--- src/rtl/axi_rst_pkg.sv ---
// Shared definitions for the reset sequencer: state encoding and default timing constants.
package axi_rst_pkg;

    typedef enum logic [2:0] {
        RST_ALL    = 3'd0,
        PWRUP_WAIT = 3'd1,
        SDR_INIT   = 3'd2,
        SLV_REL    = 3'd3,
        RUN        = 3'd4,
        SW_RST     = 3'd5
    } seq_state_t;

    localparam int unsigned DEF_PWRUP_CYCLES = 200;
    localparam int unsigned DEF_STAGE_GAP    = 16;
    localparam int unsigned DEF_INIT_TIMEOUT = 4096;
    localparam int unsigned DEF_SWRST_CYCLES = 8;

    // Largest of the four timing parameters; sizes the shared counter.
    function automatic int unsigned max4(input int unsigned a, input int unsigned b,
                                         input int unsigned c, input int unsigned d);
        int unsigned m;
        m = a;
        if (b > m) m = b;
        if (c > m) m = c;
        if (d > m) m = d;
        return m;
    endfunction

endpackage

--- src/rtl/axi_rst_seq_if.sv ---
// Control/status bundle between the reset sequencer and the rest of the system.
interface axi_rst_seq_if;

    logic       SW_RST_REQ;
    logic       SDR_INIT_DONE;
    logic       SDR_RESETN;
    logic       AXI_S_RESETN;
    logic       AXI_M_RESETN;
    logic       SEQ_BUSY;
    logic       INIT_ERR;
    logic [2:0] SEQ_STATE;

    // Sequencer side.
    modport master (
        input  SW_RST_REQ,
        input  SDR_INIT_DONE,
        output SDR_RESETN,
        output AXI_S_RESETN,
        output AXI_M_RESETN,
        output SEQ_BUSY,
        output INIT_ERR,
        output SEQ_STATE
    );

    // System side that requests resets and consumes the reset outputs.
    modport slave (
        output SW_RST_REQ,
        output SDR_INIT_DONE,
        input  SDR_RESETN,
        input  AXI_S_RESETN,
        input  AXI_M_RESETN,
        input  SEQ_BUSY,
        input  INIT_ERR,
        input  SEQ_STATE
    );

endinterface

--- src/rtl/seq_dncnt.sv ---
// Loadable saturating down-counter with a zero flag, shared by all timed sequencer states.
module seq_dncnt #(
    parameter int unsigned WIDTH = 8
) (
    input  logic             clk,
    input  logic             i_rstn,
    input  logic             i_load,
    input  logic [WIDTH-1:0] i_load_val,
    input  logic             i_dec,
    output logic             o_zero
);

    logic [WIDTH-1:0] r_cnt;

    // Load has priority over decrement; decrement stops at zero so the count never wraps.
    always_ff @(posedge clk) begin
        if (!i_rstn) begin
            r_cnt <= '0;
        end else if (i_load) begin
            r_cnt <= i_load_val;
        end else if (i_dec && (r_cnt != '0)) begin
            r_cnt <= r_cnt - 1'b1;
        end
    end

    assign o_zero = (r_cnt == '0);

endmodule

--- src/rtl/axi_rst_seq.sv ---
// Power-up / software reset sequencer: releases SDRAM, AXI slave and AXI master resets in order.
module axi_rst_seq
    import axi_rst_pkg::*;
#(
    parameter int unsigned PWRUP_CYCLES = DEF_PWRUP_CYCLES,
    parameter int unsigned STAGE_GAP    = DEF_STAGE_GAP,
    parameter int unsigned INIT_TIMEOUT = DEF_INIT_TIMEOUT,
    parameter int unsigned SWRST_CYCLES = DEF_SWRST_CYCLES
) (
    input  logic          ACLK,
    input  logic          ARESETN,
    axi_rst_seq_if.master bus
);

    localparam int unsigned CNT_W =
        $clog2(max4(PWRUP_CYCLES, STAGE_GAP, INIT_TIMEOUT, SWRST_CYCLES)) + 1;

    // A state lasting N cycles is loaded with N-1 on entry and exits on the edge that sees zero.
    localparam logic [CNT_W-1:0] LD_PWRUP = CNT_W'(PWRUP_CYCLES - 1);
    localparam logic [CNT_W-1:0] LD_INIT  = CNT_W'(INIT_TIMEOUT - 1);
    localparam logic [CNT_W-1:0] LD_GAP   = CNT_W'(STAGE_GAP - 1);
    localparam logic [CNT_W-1:0] LD_SWRST = CNT_W'(SWRST_CYCLES - 1);

    seq_state_t       r_state;
    logic             r_sdr_resetn;
    logic             r_axi_s_resetn;
    logic             r_axi_m_resetn;
    logic             r_busy;
    logic             r_init_err;

    logic             w_load;
    logic [CNT_W-1:0] w_load_val;
    logic             w_dec;
    logic             w_zero;

    seq_dncnt #(
        .WIDTH (CNT_W)
    ) u_cnt (
        .clk        (ACLK),
        .i_rstn     (ARESETN),
        .i_load     (w_load),
        .i_load_val (w_load_val),
        .i_dec      (w_dec),
        .o_zero     (w_zero)
    );

    // Counter control: load the duration of the state being entered on each timed transition.
    always_comb begin
        w_load     = 1'b0;
        w_load_val = '0;
        w_dec      = 1'b0;
        case (r_state)
            RST_ALL: begin
                w_load     = 1'b1;
                w_load_val = LD_PWRUP;
            end
            PWRUP_WAIT: begin
                w_dec = 1'b1;
                if (w_zero) begin
                    w_load     = 1'b1;
                    w_load_val = LD_INIT;
                end
            end
            SDR_INIT: begin
                w_dec = 1'b1;
                if (bus.SDR_INIT_DONE) begin
                    w_load     = 1'b1;
                    w_load_val = LD_GAP;
                end else if (w_zero) begin
                    w_load     = 1'b1;
                    w_load_val = LD_PWRUP;
                end
            end
            SLV_REL: begin
                w_dec = 1'b1;
            end
            RUN: begin
                if (bus.SW_RST_REQ) begin
                    w_load     = 1'b1;
                    w_load_val = LD_SWRST;
                end
            end
            SW_RST: begin
                w_dec = 1'b1;
                if (w_zero) begin
                    w_load     = 1'b1;
                    w_load_val = LD_GAP;
                end
            end
            default: ;
        endcase
    end

    // Sequencer FSM; every output flop changes on the same edge as the transition causing it.
    always_ff @(posedge ACLK) begin
        if (!ARESETN) begin
            r_state        <= RST_ALL;
            r_sdr_resetn   <= 1'b0;
            r_axi_s_resetn <= 1'b0;
            r_axi_m_resetn <= 1'b0;
            r_busy         <= 1'b1;
            r_init_err     <= 1'b0;
        end else begin
            case (r_state)
                RST_ALL: begin
                    r_state <= PWRUP_WAIT;
                end
                PWRUP_WAIT: begin
                    if (w_zero) begin
                        r_state      <= SDR_INIT;
                        r_sdr_resetn <= 1'b1;
                    end
                end
                SDR_INIT: begin
                    // DONE wins over a simultaneous timeout expiry.
                    if (bus.SDR_INIT_DONE) begin
                        r_state        <= SLV_REL;
                        r_axi_s_resetn <= 1'b1;
                    end else if (w_zero) begin
                        r_state      <= PWRUP_WAIT;
                        r_sdr_resetn <= 1'b0;
                        r_init_err   <= 1'b1;
                    end
                end
                SLV_REL: begin
                    if (w_zero) begin
                        r_state        <= RUN;
                        r_axi_m_resetn <= 1'b1;
                        r_busy         <= 1'b0;
                    end
                end
                RUN: begin
                    if (bus.SW_RST_REQ) begin
                        r_state        <= SW_RST;
                        r_axi_s_resetn <= 1'b0;
                        r_axi_m_resetn <= 1'b0;
                        r_busy         <= 1'b1;
                    end
                end
                SW_RST: begin
                    if (w_zero) begin
                        r_state        <= SLV_REL;
                        r_axi_s_resetn <= 1'b1;
                    end
                end
                default: begin
                    r_state <= RST_ALL;
                end
            endcase
        end
    end

    assign bus.SDR_RESETN   = r_sdr_resetn;
    assign bus.AXI_S_RESETN = r_axi_s_resetn;
    assign bus.AXI_M_RESETN = r_axi_m_resetn;
    assign bus.SEQ_BUSY     = r_busy;
    assign bus.INIT_ERR     = r_init_err;
    assign bus.SEQ_STATE    = r_state;

endmodule

--- src/flat_wrapper.sv ---
// flat-port wrapper written by rule: the top's interface ports become plain ports
module axi_rst_seq_flat import axi_rst_pkg::*;
#(
    parameter int unsigned PWRUP_CYCLES = DEF_PWRUP_CYCLES,
    parameter int unsigned STAGE_GAP    = DEF_STAGE_GAP,
    parameter int unsigned INIT_TIMEOUT = DEF_INIT_TIMEOUT,
    parameter int unsigned SWRST_CYCLES = DEF_SWRST_CYCLES
)
  (ACLK, ARESETN, bus_SW_RST_REQ, bus_SDR_INIT_DONE, bus_SDR_RESETN, bus_AXI_S_RESETN, bus_AXI_M_RESETN, bus_SEQ_BUSY, bus_INIT_ERR, bus_SEQ_STATE);
  axi_rst_seq_if bus_i ();
  input  logic ACLK;
  input  logic ARESETN;
  input wire logic [$bits(bus_i.SW_RST_REQ)-1:0] bus_SW_RST_REQ;
  input wire logic [$bits(bus_i.SDR_INIT_DONE)-1:0] bus_SDR_INIT_DONE;
  output wire logic [$bits(bus_i.SDR_RESETN)-1:0] bus_SDR_RESETN;
  output wire logic [$bits(bus_i.AXI_S_RESETN)-1:0] bus_AXI_S_RESETN;
  output wire logic [$bits(bus_i.AXI_M_RESETN)-1:0] bus_AXI_M_RESETN;
  output wire logic [$bits(bus_i.SEQ_BUSY)-1:0] bus_SEQ_BUSY;
  output wire logic [$bits(bus_i.INIT_ERR)-1:0] bus_INIT_ERR;
  output wire logic [$bits(bus_i.SEQ_STATE)-1:0] bus_SEQ_STATE;
  assign bus_i.SW_RST_REQ = bus_SW_RST_REQ;
  assign bus_i.SDR_INIT_DONE = bus_SDR_INIT_DONE;
  assign bus_SDR_RESETN = bus_i.SDR_RESETN;
  assign bus_AXI_S_RESETN = bus_i.AXI_S_RESETN;
  assign bus_AXI_M_RESETN = bus_i.AXI_M_RESETN;
  assign bus_SEQ_BUSY = bus_i.SEQ_BUSY;
  assign bus_INIT_ERR = bus_i.INIT_ERR;
  assign bus_SEQ_STATE = bus_i.SEQ_STATE;
  axi_rst_seq #(.PWRUP_CYCLES(PWRUP_CYCLES), .STAGE_GAP(STAGE_GAP), .INIT_TIMEOUT(INIT_TIMEOUT), .SWRST_CYCLES(SWRST_CYCLES)) u_core (.ACLK(ACLK), .ARESETN(ARESETN), .bus(bus_i));
endmodule
--- config.mk ---
export PLATFORM = sky130hd
export DESIGN_NAME = axi_rst_seq_flat
export DESIGN_NICKNAME = d
export VERILOG_FILES = /design/src/rtl/axi_rst_pkg.sv /design/src/rtl/axi_rst_seq_if.sv /design/src/rtl/seq_dncnt.sv /design/src/rtl/axi_rst_seq.sv /design/src/flat_wrapper.sv
export SDC_FILE = /design/constraint.sdc
export NUM_CORES = 1
export LEC_CHECK = 0
export ABC_CLOCK_PERIOD_IN_PS = 8510
export BUFFER_PORTS_ARGS = -buffer_cell sky130_fd_sc_hd__buf_4
export CORE_UTILIZATION = 55
export DETAILED_ROUTE_END_ITERATION = 16
export GPL_TIMING_DRIVEN = 0
export PLACE_DENSITY = 0.75
export SKIP_CTS_REPAIR_TIMING = 1
export SYNTH_ARGS = -nofsm -noshare
export SYNTH_HDL_FRONTEND = slang
export SYNTH_HIERARCHICAL = 1
export SYNTH_SLANG_ARGS = --single-unit
--- constraint.sdc ---
create_clock -name ACLK -period 8.51 [get_ports ACLK]
set_input_delay 0.851 -clock ACLK [delete_from_list [all_inputs] [get_ports ACLK]]
set_output_delay 0.851 -clock ACLK [all_outputs]
set_load 0.01 [all_outputs]
## Word level (Yosys, flattened, before mapping)

Index checks and enable logic that the tools add are counted.

| operators by class | value |
|---|---|
| mux-type cells | 30 |
| eq/ne operators | 13 |
| $add $sub $neg | 1 |
| reduce and logical (&&, ||, !) cells | 15 |
| bitwise operators | 1 |

Operator list:

| operator | count |
|---|---|
| 13-bit one-hot mux with 5 select lines | 1 |
| 13-bit two-way mux | 3 |
| 3-bit two-way mux | 7 |
| 3-bit one-hot mux with 6 select lines | 1 |
| 2-bit != test (second input constant) | 7 |
| 13-bit logical NOT | 1 |
| 13-bit nonzero test | 1 |
| 13-bit by 1-bit subtractor with 13-bit output (second input constant) | 1 |
| 12-bit two-way mux | 1 |
| 1-bit two-way mux | 10 |
| 8-bit two-way mux | 1 |
| 4-bit AND reduction | 2 |
| 3-bit by 2-bit equality test with 1-bit output (second input constant) | 2 |
| 3-bit equality test (second input constant) | 2 |
| 1-bit one-hot mux with 2 select lines | 3 |
| 3-bit AND reduction | 2 |
| 2-bit nonzero test | 3 |
| 5-bit AND reduction | 1 |
| 4-bit two-way mux | 1 |
| 1-bit one-hot mux with 4 select lines | 1 |
| 4-bit OR reduction | 1 |
| 3-bit by 1-bit equality test with 1-bit output (second input constant) | 1 |
| 3-bit logical NOT | 1 |
| 3-bit != test (second input constant) | 1 |
| other kinds (5) | 5 |

| word-level totals | value |
|---|---|
| flip-flop bits (word level) | 21 |
| input bits | 4 |
| output and inout bits | 8 |

## Longest topological paths before layout

| logic depth | value |
|---|---|
| word-level depth | 6 |
| mapped depth | 11 |
| gate-level depth less buffers | 9 |

## By module

Netlist, hierarchy kept.

Modules (own cells, without submodules):

| module | area each (µm²) | instances | cells an instance |
|---|---|---|---|
| seq_dncnt | 857.1 | 1 | 102 |
| axi_rst_seq | 503.0 | 1 | 59 |

## Worst setup path after synthesis

OpenSTA, ideal clock, no wires.

| timing | value |
|---|---|
| path kind | reg-to-reg |
| from | reg u_core.u_cnt.r_cnt[0] |
| to | reg u_core.u_cnt.r_cnt[10] |
| arrival time | 2.672 ns |
| clock period less this slack | 2.805 ns |
| path buffers | 2 |
| library setup time | 0.133 ns |
| path slack | 5.705 ns |
| cell stages (with the launch flop) | 12 |
| cell sequence | dfxtp_1 -> inv_1 -> ha_1 -> or4b_1 -> nor3_2 -> nand2b_1 -> a221oi_1 -> clkbuf_1 -> inv_1 -> clkbuf_1 -> o21ai_0 -> a21oi_1 |

| on the way | value |
|---|---|
| longest elaborated chain between the ends | 5 |
| elaborated cells between the ends (all ways) | 12 |
| classes of those cells | 1 x add/sub; 7 x mux; 4 x reduce/logical |

RTL lines:

| item | line | RTL |
|---|---|---|
| start: declaration | seq_dncnt.sv:13 | `logic [WIDTH-1:0] r_cnt;` |
| start signal: assignment | seq_dncnt.sv:20 | `r_cnt <= i_load_val;` |
| start signal: assignment | seq_dncnt.sv:22 | `r_cnt <= r_cnt - 1'b1;` |
| 13-bit logical NOT * | seq_dncnt.sv:26 | `assign o_zero = (r_cnt == '0);` |
| named net u_core.w_zero | axi_rst_seq.sv:34 | `logic w_zero;` |
| 1-bit two-way mux * | axi_rst_seq.sv:59, axi_rst_seq.sv:69, axi_rst_seq.sv:85 |  |
| 1-bit two-way mux | axi_rst_seq.sv:66 | `if (bus.SDR_INIT_DONE) begin` |
| 1-bit one-hot mux with 4 select lines * | axi_rst_seq.sv:52 | `case (r_state)` |
| named net u_core.w_load | axi_rst_seq.sv:31 | `logic w_load;` |
| 13-bit two-way mux / 2-bit nonzero test (equally long branches) | n/a |  |

The timed path passes the listed nets; every way through them passes the cells marked *. The select of a mux whose other input is x is not followed.
A chain may end at the register's enable or synchronous reset.

## Final worst setup path

| timing | value |
|---|---|
| from | reg u_core.u_cnt.r_cnt[0] |
| to | reg u_core.u_cnt.r_cnt[6] |

Same word-level chain as after synthesis.

==> key figures <==
Outcome
  – Status: completed

Clocking
  – CTS Buffer Depth: 2
  – Worst-Skew Late Latency: 0.30 ns
  – Clock root buffer: clkbuf_4
  – Clk slew on worst S/H paths: approximately 0.13 ns
  – CTS Buf Count: 3
  – Clk sink count: 21
  – TritonCTS clock tree: done
  – H-tree Lvls: 1

Worst setup path
  – CP Class: flop to flop
  – CP Max Fanout: 13
  – Startpoint types: flop
  – Critical Path AT: approximately 3.7 ns
  – Reg-to-reg startpoint: u_core/u_cnt/r_cnt[0]
  – Worst Setup End Kind: flop
  – WP data required: 8.69 ns
  – Worst Setup SP: u_core/u_cnt/r_cnt[0]

Logic synthesis
  – Ys async rst share: 0%
  – Avg Cell Area, Syn: 8.45 um^2
  – Yosys Warn Count: 6
  – EDFF count, synth: 0
  – Post-Syn Nets: roughly 170
  – Top post-synthesis cells by count: 21 x dfxtp_1, 18 x o21ai_0, 14 x a21oi_1, 10 x nor2_1
  – Largest cells by area after synthesis: dfxtp_1 31%, o21ai_0 6.6%, a21oi_1 5.2%
  – Synth top area share: 30.9%
  – Largest area contributor in the netlist: dfxtp_1
  – Flops & latches, synth: 21
  – Mapped Cells: roughly 160
  – Area of the mapped netlist: 1360 um^2
  – Sequential share of the synthesized area: 30.9%
  – Synth cell types: 50
  – Ys flop type: dfxtp_1
  – Top-count cell post-synth: dfxtp_1

STA
  – Clock skew: 0.0100 ns
  – RSZ-0062 raised after global routing: false
  – Least-Margin Pin Slew: 1.08 ns
  – Final Max Tran Viols: 0
  – Peak Freq: between 200 and 300 MHz
  – Worst hold slack: 0.474 ns
  – Final setup violation count: 0
  – Setup TNS: 0 ns
  – Min cycle time layout: roughly 3.5 ns
  – Relative slew margins: 27.4%
  – Endpoints failing hold: 0
  – Fin crit share: between 40% and 50%

Detailed routing
  – Wire per inst: 14.6 um
  – DRT Wirelength: 2.97 mm
  – Initial DRT Pass Iterations: 4
  – DRC violations left: 0
  – Remaining antenna violation count after routing: 0
  – Drt first-iter violations: 34
  – Avg Vias per Cell: 6.31
  – Vias: 1,287

Global routing
  – Total track usage: between 20% and 30%
  – Initial antenna violation count: 0
  – Gr ovfl total: 0
  – Vias in the first global route: 1,149
  – First-pass GRT wire length: around 5.0 mm
  – Largest net degree at the start of global routing: 14

Power and ir drop
  – VDD IR-drop max: 0.125 mV
  – Power Total: between 0.3 and 0.4 mW
  – Pleak: 0.528 nW
  – PwrDens: 206 nW/um^2

Layout
  – Layout cells sized above 1: 19.3%
  – Area growth syn-to-layout: 10.7%
  – Layout fillers: 192
  – Fin nets: 183
  – Finished Layout Cells: 204
  – Ant. Diodes: 0

Floorplan
  – Initial core utilization: 59.8%
  – Row cnt: 17
  – Die span in x: 51.7 um
  – Top-Level Pins: 12
  – Core Box Area: 2280 um^2
  – Chip Height: about 52 um
  – Die area: 2680 um^2

Worst hold path
  – Class of the worst hold path: flop to flop
  – Worst hold start: u_core/bus.SEQ_BUSY

Job
  – Max-cap viol count: 0

Placement
  – Detailed Place HPWL: 2.16 mm
  – IO buf count: 11
  – Final GP Congestion: 0.889
  – DP Cell Count: 200
## routing by layer
metal / vias to the layer above / global-route usage (%) / wire (um)
met1: 609 / 29.1 / 1340
met5: - / 0 / 0
met3: 6 / 3.51 / 108
met2: 29 / 44.8 / 1480
li1: 643 / - / -
met4: 0 / 11.3 / 51
## registers in the layout, indices dropped and copies added, names as in the netlist
signal,count
u_core/bus.SEQ_BUSY,1
u_core/u_cnt/r_cnt,13
u_core/bus.SDR_RESETN,1
u_core/bus.AXI_M_RESETN,1
u_core/bus.AXI_S_RESETN,1
u_core/bus.SEQ_STATE,3
u_core/bus.INIT_ERR,1
## cell families after synthesis
group	share of synthesized area, %
AO/OA/AOI/OAI	30.1
XOR/XNOR	3.22
adder cells (fa/ha/maj)	1.84
buffers and inverters	7.17
flip-flops	30.9
other	0.276
AND/OR/NAND/NOR	26.5
## path summary, 6_finish.rpt
check | end | slack [ns] | depth (start not counted)
setup / recovery | u_core/u_cnt/r_cnt[6] | 5.03 | 11
hold / removal | u_core/bus.SEQ_BUSY | 0.47 | 1
setup reg to reg | u_core/u_cnt/r_cnt[6] | 5.03 | 11
hold reg to reg | u_core/bus.SEQ_BUSY | 0.47 | 1
## metrics by stage
| stage | instance area [um^2] | worst slack (ns) | util, % |
|---|---|---|---|
| after floorplan | 1360 | 5.70 | - |
| after global placement | 1480 | 5.18 | 64.9 |
| after detailed placement | 1480 | 5.09 | 64.9 |
| after CTS | 1510 | 5.07 | 66.1 |
| after global routing | 1510 | 4.61 | 66.1 |
| final | 1510 | 5.03 | 66.1 |
## final cells by class
class,count,area (um^2),area share [%]
multi-input cells,123,842,55.9
flip-flops and latches,21,420,27.9
repair buffers,11,82.6,5.49
plain buffers,10,68.8,4.57
well taps,28,35.0,2.33
inverters,7,28.8,1.91
clock buffers,3,22.5,1.50
clock inverters,1,5.00,0.333
## placed cells by master, fill, tap and decap left out, types with 3 or more instances in the layout
cell / instances
a21oi_1: 14
a31oi_1: 4
buf_4: 13
buf_6: 3
clkbuf_1: 4
clkbuf_4: 3
dfxtp_1: 21
inv_1: 5
nand2_1: 3
nand2b_1: 5
nand3_1: 5
nor2_1: 10
nor4_1: 5
o21a_1: 3
o21ai_0: 18
o31ai_1: 4
or3_1: 5
or4_1: 3
xnor2_1: 5
## report_power, final
part	internal [mW]	switching, mW
clock	0.0175	0.0310
sequential	0.112	0.0157
combinational	0.0573	0.0776
## worst max-delay path, stage by stage (launching register included)
cell	delay (ns)
dfxtp_1	0.35
inv_1	0.13
ha_1	0.18
or4b_1	0.57
nor3_2	0.62
nand2b_1	0.15
a221oi_1	0.30
clkbuf_1	0.35
inv_1	0.12
clkbuf_1	0.25
o21ai_0	0.29
a31oi_1	0.06
No activity file was read; power rests on OpenSTA's default activity.
